[src/rtl/dm_uncached_bridge.sv]
// Uncached data-side bus master: turns one level load/store request from the memory
// stage into a single SRAM-like bus transaction and returns data plus a one-cycle data_ok.
module dm_uncached_bridge #(
  parameter int ADDR_W = 32,
  parameter int DATA_W = 32
) (
  input  logic              Clk,
  input  logic              resetn,
  input  logic              read,
  input  logic              write,
  input  logic              uncached,
  input  logic              exp_flush,
  input  logic [ADDR_W-1:0] req_addr,
  input  logic [1:0]        req_size,
  input  logic [3:0]        req_wstrb,
  input  logic [DATA_W-1:0] req_wdata,
  output logic              data_req,
  output logic              data_wr,
  output logic [1:0]        data_size,
  output logic [ADDR_W-1:0] data_addr,
  output logic [3:0]        data_wstrb,
  output logic [DATA_W-1:0] data_wdata,
  input  logic              data_addr_ok,
  input  logic              data_data_ok,
  input  logic [DATA_W-1:0] data_rdata,
  output logic [DATA_W-1:0] data_sram_rdata,
  output logic              data_sram_data_ok,
  output logic              busy
);

  typedef enum logic [1:0] {
    S_IDLE,
    S_REQ,
    S_WAIT,
    S_DONE
  } state_t;

  state_t state;
  logic   killed;
  logic   kill_now;
  logic   issue;

  // A flush arriving in the completing cycle kills the response just like an earlier one.
  assign kill_now = killed | exp_flush;
  assign issue    = (read | write) & uncached & ~exp_flush;

  always_ff @(posedge Clk) begin
    if (!resetn) begin
      state             <= S_IDLE;
      killed            <= 1'b0;
      data_req          <= 1'b0;
      data_wr           <= 1'b0;
      data_size         <= '0;
      data_addr         <= '0;
      data_wstrb        <= '0;
      data_wdata        <= '0;
      data_sram_rdata   <= '0;
      data_sram_data_ok <= 1'b0;
      busy              <= 1'b0;
    end else begin
      data_sram_data_ok <= 1'b0;
      case (state)
        S_IDLE: begin
          killed <= 1'b0;
          if (issue) begin
            state      <= S_REQ;
            data_req   <= 1'b1;
            busy       <= 1'b1;
            data_wr    <= write & ~read;
            data_addr  <= req_addr;
            data_size  <= req_size;
            data_wstrb <= req_wstrb;
            data_wdata <= req_wdata;
          end
        end

        S_REQ: begin
          if (data_addr_ok) begin
            data_req <= 1'b0;
            if (data_data_ok) begin
              busy <= 1'b0;
              if (kill_now) begin
                state  <= S_IDLE;
                killed <= 1'b0;
              end else begin
                state             <= S_DONE;
                data_sram_data_ok <= 1'b1;
                if (!data_wr) data_sram_rdata <= data_rdata;
              end
            end else begin
              state  <= S_WAIT;
              killed <= kill_now;
            end
          end else begin
            killed <= kill_now;
          end
        end

        S_WAIT: begin
          if (data_data_ok) begin
            busy <= 1'b0;
            if (kill_now) begin
              state  <= S_IDLE;
              killed <= 1'b0;
            end else begin
              state             <= S_DONE;
              data_sram_data_ok <= 1'b1;
              if (!data_wr) data_sram_rdata <= data_rdata;
            end
          end else begin
            killed <= kill_now;
          end
        end

        S_DONE: begin
          state <= S_IDLE;
        end

        default: begin
          state    <= S_IDLE;
          killed   <= 1'b0;
          data_req <= 1'b0;
          busy     <= 1'b0;
        end
      endcase
    end
  end

endmodule

[config.mk]
export PLATFORM = sky130hd
export DESIGN_NAME = dm_uncached_bridge
export DESIGN_NICKNAME = d
export VERILOG_FILES = /design/src/rtl/dm_uncached_bridge.sv
export SDC_FILE = /design/constraint.sdc
export NUM_CORES = 1
export LEC_CHECK = 0
export ABC_AREA = 1
export CORE_MARGIN = 1
export CORE_UTILIZATION = 42
export DETAILED_ROUTE_END_ITERATION = 12
export HOLD_SLACK_MARGIN = 0.12
export MAX_ROUTING_LAYER = met4
export PLACE_DENSITY = 0.86
export SLEW_MARGIN = 30
export SYNTH_ARGS = -nofsm -noshare
export SYNTH_HDL_FRONTEND = slang
export SYNTH_SLANG_ARGS = --single-unit
[constraint.sdc]
create_clock -name Clk -period 2.3 [get_ports Clk]
set_input_delay 0.345 -clock Clk [delete_from_list [all_inputs] [get_ports Clk]]
set_output_delay 0.345 -clock Clk [all_outputs]
set_load 0.03 [all_outputs]
After elaboration in Yosys (flattened, before gate mapping)
Index checks and enable logic that the tools add are counted.
Word-level totals
  register bits: 109
  latch bits: 0
  RAM bits: 0
  ROM bits: 0
  input port bits: 110
  word-level logic and storage cells: 58
  memories kept: 0
Operators by class
  add/subtract/negate cells: 0
  multipliers: 0
  div/mod/pow operators: 0
  magnitude comparators: 0
  equal/unequal tests: 6
  shift operators: 0
  muxes and demuxes: 25
  bitwise operators: 7
  reduce and logical (&&, ||, !) cells: 9
Operator list (count)
  32-bit 2-to-1 mux: 4
  32-bit one-hot mux with 2 select lines: 1
  1-bit 2-to-1 mux: 10
  2-bit 2-to-1 mux: 5
  3-bit AND reduction: 3
  2-bit one-hot mux with 4 select lines: 1
  2-bit inequality test (second input constant): 3
  1-bit one-hot mux with 3 select lines: 2
  2-bit == test (second input constant): 2
  1-bit one-hot mux with 2 select lines: 2
  2-bit AND reduction: 2
  2-bit nonzero test: 2
  1-bit AND: 3
  3-bit nonzero test: 1
  2-bit by 1-bit == test with 1-bit output (second input constant): 1
  2-bit logical NOT: 1
  1-bit inverter: 2
  1-bit bitwise OR: 2

Logic depth before layout (Yosys ltp)
  depth after elaboration: 5
  depth in mapped cells: 10

Least setup slack after synthesis
Ideal clock, no wire load.
  path type: register to register
  from: register state[1]
  to: register data_sram_rdata[10]
  library setup time: 0.116 ns
  arrival: 1.256 ns
  data required time: 2.184 ns
  setup slack: 0.928 ns
  cell stages (with the launch flop): 10
  path buffers: 1
  clock period less this slack: 1.372 ns
  cell sequence: dfxtp_1 -> inv_1 -> ha_1 -> nor2_1 -> nor2_1 -> nand2_2 -> inv_2 -> buf_6 -> nor2_1 -> nor2_1
On the way
  cells in the longest elaborated chain, start to end: 3
  elaborated cells between the ends (all ways): 6
  those cells by class: eq/ne: 3; mux: 1; reduce/logical: 2
RTL lines
  from (decl): RTL line 38  | state_t state;
  from (signal assigned): RTL line 49  | state <= S_IDLE;
  from (signal assigned): RTL line 66  | state <= S_REQ;
  from (signal assigned): RTL line 83  | state <= S_IDLE;
  2-bit by 1-bit == test with 1-bit output or 2-bit == test (tied branches): RTL line 62  | case (state)
  2-bit inequality test (no source line) or 2-bit nonzero test (tied branches)
  2-bit AND reduction (no source line)
  to (signal assigned): RTL line 88  | if (!data_wr) data_sram_rdata <= data_rdata;
  to (signal assigned): RTL line 108  | if (!data_wr) data_sram_rdata <= data_rdata;
  to (decl): RTL line 26  | output logic [DATA_W-1:0] data_sram_rdata,
Several ways; a longest one is shown, not always the timed one.
A chain may end at the register's enable or synchronous reset.

Final worst setup path
  from: register data_wr
  to: output data_wr
RTL lines
  from (decl): RTL line 18  | output logic data_wr,
  from (signal assigned): RTL line 69  | data_wr <= write & ~read;
No word-level cell between the ends.

==> flow_summary.toml <==
[outcome]
status = "finished, final reports clean"

[critical_path]
crit_chain = "clkdlybuf4s50_1"
critPathMaxStageDelay_ps = 690
path_class = "reg2out"
r2r_end = "data_sram_rdata[15]"
rr_worst_depth = 9
worstPathArrival_ps = 1420
cp_num_buf_inv = 1
cp_top_family = "buffers and inverters"
critPathMaxFanout = 3
crit_path_top_delay_cell = "clkdlybuf4s50_1"
end_kind = "output pin"
critPathRequiredTime_ps = 1960
crit_path_start_kind = "register"
rr_startpoint = "state[1]"
rrSetupSlack_ps = 580

[timing]
slew_violations = 0
slew_headroom_pct = 64.7
hold_violations = 0
setup_viol_count_final = 0
fin_crit_sh_pct = 76.6
layout_setup_ws_ps = 538
fmax_ghz = 0.567
min_period_ps = 1760
fin_skew_ps = 17.0
rsz0062_at_grt = "false"
worstMarginPinSlew_ps = 530
tns_ps = 0

[pwr]
p_seq_share_pct = 40.6
power.switching_uw = 2170
cellPowerDensity_nw_per_um2 = 919
power.leakage_uw = 0.00259
combPwrFrac_pct = 38.9
switching_share_pct = 37.0
internal_power_uw = 3700
pwr-share-clk_pct = 20.5
vdd_drop_max_v = 0.000436

[logic_synthesis]
synthDistinctLibCells = 19
syn_nets = 629
syn_area_per_cell_sq_um = 7.77
yosysWarnings = 0
ys_seq_elements = 109
seq_area_frac_synth_pct = 54.5
syn_inst = 515
netlist_area_sq_um = 4000

[cts]
clk_latency_ps = 360
ctsRootBufferMaster = "clkbuf_8"
cts_tree = "done"
cts_sinks = 109
ctsHoldBuffers = 0
clkSlewWorstSetupHoldPaths_ps = 100
htree_levels = 3
cts-buffers-inserted = 9
clk_path_buf_depth = 2
cts_resized = 0
cts_setup_buffers = 0

[placement]
dp_cells = 834
gp_congestion = 0.827
place_hpwl_mm = 8.21
pre_cts_ws_ps = 394
port_buffers = 215

[grt]
track_usage_pct = 23.7
grt_pass1_wl_mm = 18.3
globalRouteOverflowTotal = 0
antenna_found_initial = 0
grt_max_degree = 66
grt_pass1_vias = 3953

[detailed_routing]
first_pass_iters = 5
drt_iter0_markers = 125
vias = 4117
avgViaCountPerCell = 4.84
finalWirelength_mm = 11.4
wire_per_inst_microns = 13.5
drc = 0
drtAntennaViolNets = 0

[floorplanning]
initial_core_util_pct = 43.3
ios = 216
fp-row-count = 35
die_w_microns = 99.6
dieArea_sq_um = 9920
core_area_sq_um = 9240
fp.dieH_microns = 99.6

[hold_path]
hold_depth = 2
min_to = "data_sram_rdata[31]"
worstHoldPathType = "reg2reg"
min_from = "data_sram_rdata[31]"

[job]
maxCapViolations = 0

[layout]
areaGrowthSynthToFinish_pct = 59.5
fin_cells = 850
diodes = 0
drive_above_1_share_pct = 4.02
fillers = 763
nets = 830
[registers in the layout, indices dropped and copies added, names as in the netlist]
signal / cells
data_wr: 1
data_size: 2
data_addr: 32
data_req: 1
busy: 1
state: 2
data_sram_data_ok: 1
data_wstrb: 4
data_wdata: 32
killed: 1
data_sram_rdata: 32
[stage by stage]
| step | power, uW | hold slack, ps | util (%) | cell area (sq um) |
|---|---|---|---|---|
| global placement | 4650 | 455 | 66.8 | 6180 |
| finish | 5870 | 490 | 69.1 | 6380 |
| global route | 6200 | 516 | 69.1 | 6380 |
| CTS | 5910 | 494 | 69.1 | 6380 |
| detailed placement | 4710 | 472 | 66.8 | 6180 |
| floorplan | 3770 | 480 | - | 4000 |
[worst max path at each step]
stage / slack [ps] / to / cells past startpoint / from
2_1_floorplan: 930 / data_sram_rdata[10] / 9 / state[1]
3_3_place_gp: 450 / data_wr / 7 / exp_flush
3_5_place_dp: 390 / data_sram_rdata[15] / 8 / exp_flush
4_1_cts: 520 / data_wr / 1 / data_wr
5_1_grt: 370 / data_sram_rdata[15] / 8 / state[1]
6_report: 540 / data_wr / 1 / data_wr
[cell families after synthesis]
group                    Yosys count  share of synthesized area [%]
AND/OR/NAND/NOR                  241                           23.3
adder cells (fa/ha/maj)            4                           1.25
buffers and inverters             50                           7.00
AO/OA/AOI/OAI                    111                           14.0
flip-flops                       109                           54.5
[power groups by stage]
stage                     Sequential [uW]  Clock (uW)  Combinational, uW
after CTS                            2380        1230               2290
after global routing                 2420        1310               2470
after global placement               2400           0               2240
final                                2380        1200               2280
after floorplan                      3000           0                771
after detailed placement             2420           0               2290
[worst min-delay path, stage by stage (launching register included)]
cell and delay [ps]:
dfxtp_1 340, nor2_1 50, nor2_1 80
[synth_stat cells]
master | instances | share of area (%)
a21oi_1 | 5 | 0.63
buf_2 | 11 | 1.4
buf_4 | 1 | 0.19
buf_6 | 10 | 2.8
clkbuf_1 | 10 | 0.94
dfxtp_1 | 109 | 55
ha_1 | 4 | 1.3
inv_1 | 16 | 1.5
inv_2 | 2 | 0.19
nand2_1 | 14 | 1.3
nand2_2 | 1 | 0.16
nand3_1 | 6 | 0.75
nor2_1 | 217 | 20
nor2_4 | 2 | 0.56
nor3_1 | 1 | 0.12
o211ai_1 | 1 | 0.19
o21ai_0 | 93 | 12
o21ai_1 | 11 | 1.4
o22ai_1 | 1 | 0.16
[area by class of cell]
| class | count | area [sq um] | area share [%] |
|---|---|---|---|
| Timing Repair Buffer | 222 | 2220 | 34.8 |
| Sequential cell | 109 | 2180 | 34.2 |
| Multi-Input combinational cell | 356 | 1540 | 24.1 |
| Tap cell | 129 | 161 | 2.53 |
| Clock buffer | 10 | 138 | 2.16 |
| Clock inverter | 6 | 71.3 | 1.12 |
| Inverter | 18 | 67.6 | 1.06 |
[layer usage]
metal | wire length, microns | part of all wire [%] | GRT usage (%)
met1 | 4850 | 42 | 27.5
met2 | 5560 | 49 | 40.4
met3 | 703 | 6.1 | 4.15
met4 | 326 | 2.9 | 9.73
met5 | 0 | 0 | -
[cells in the final DEF (no fill, tap or decap)]
cell / instances
nor2_1: 217
clkdlybuf4s50_1: 214
dfxtp_1: 109
o21ai_0: 93
inv_1: 16
nand2_1: 14
o21ai_1: 11
clkbuf_8: 10
nand3_1: 6
a21oi_1: 5
buf_4: 5
ha_1: 4
nor2_4: 2
inv_2: 2
clkinvlp_4: 2
clkinv_4: 2
buf_12: 2
o211ai_1: 1
nand2_2: 1
o22ai_1: 1
nor3_1: 1
bufinv_16: 1
inv_6: 1
buf_2: 1
(Power assumes the default switching activity.)
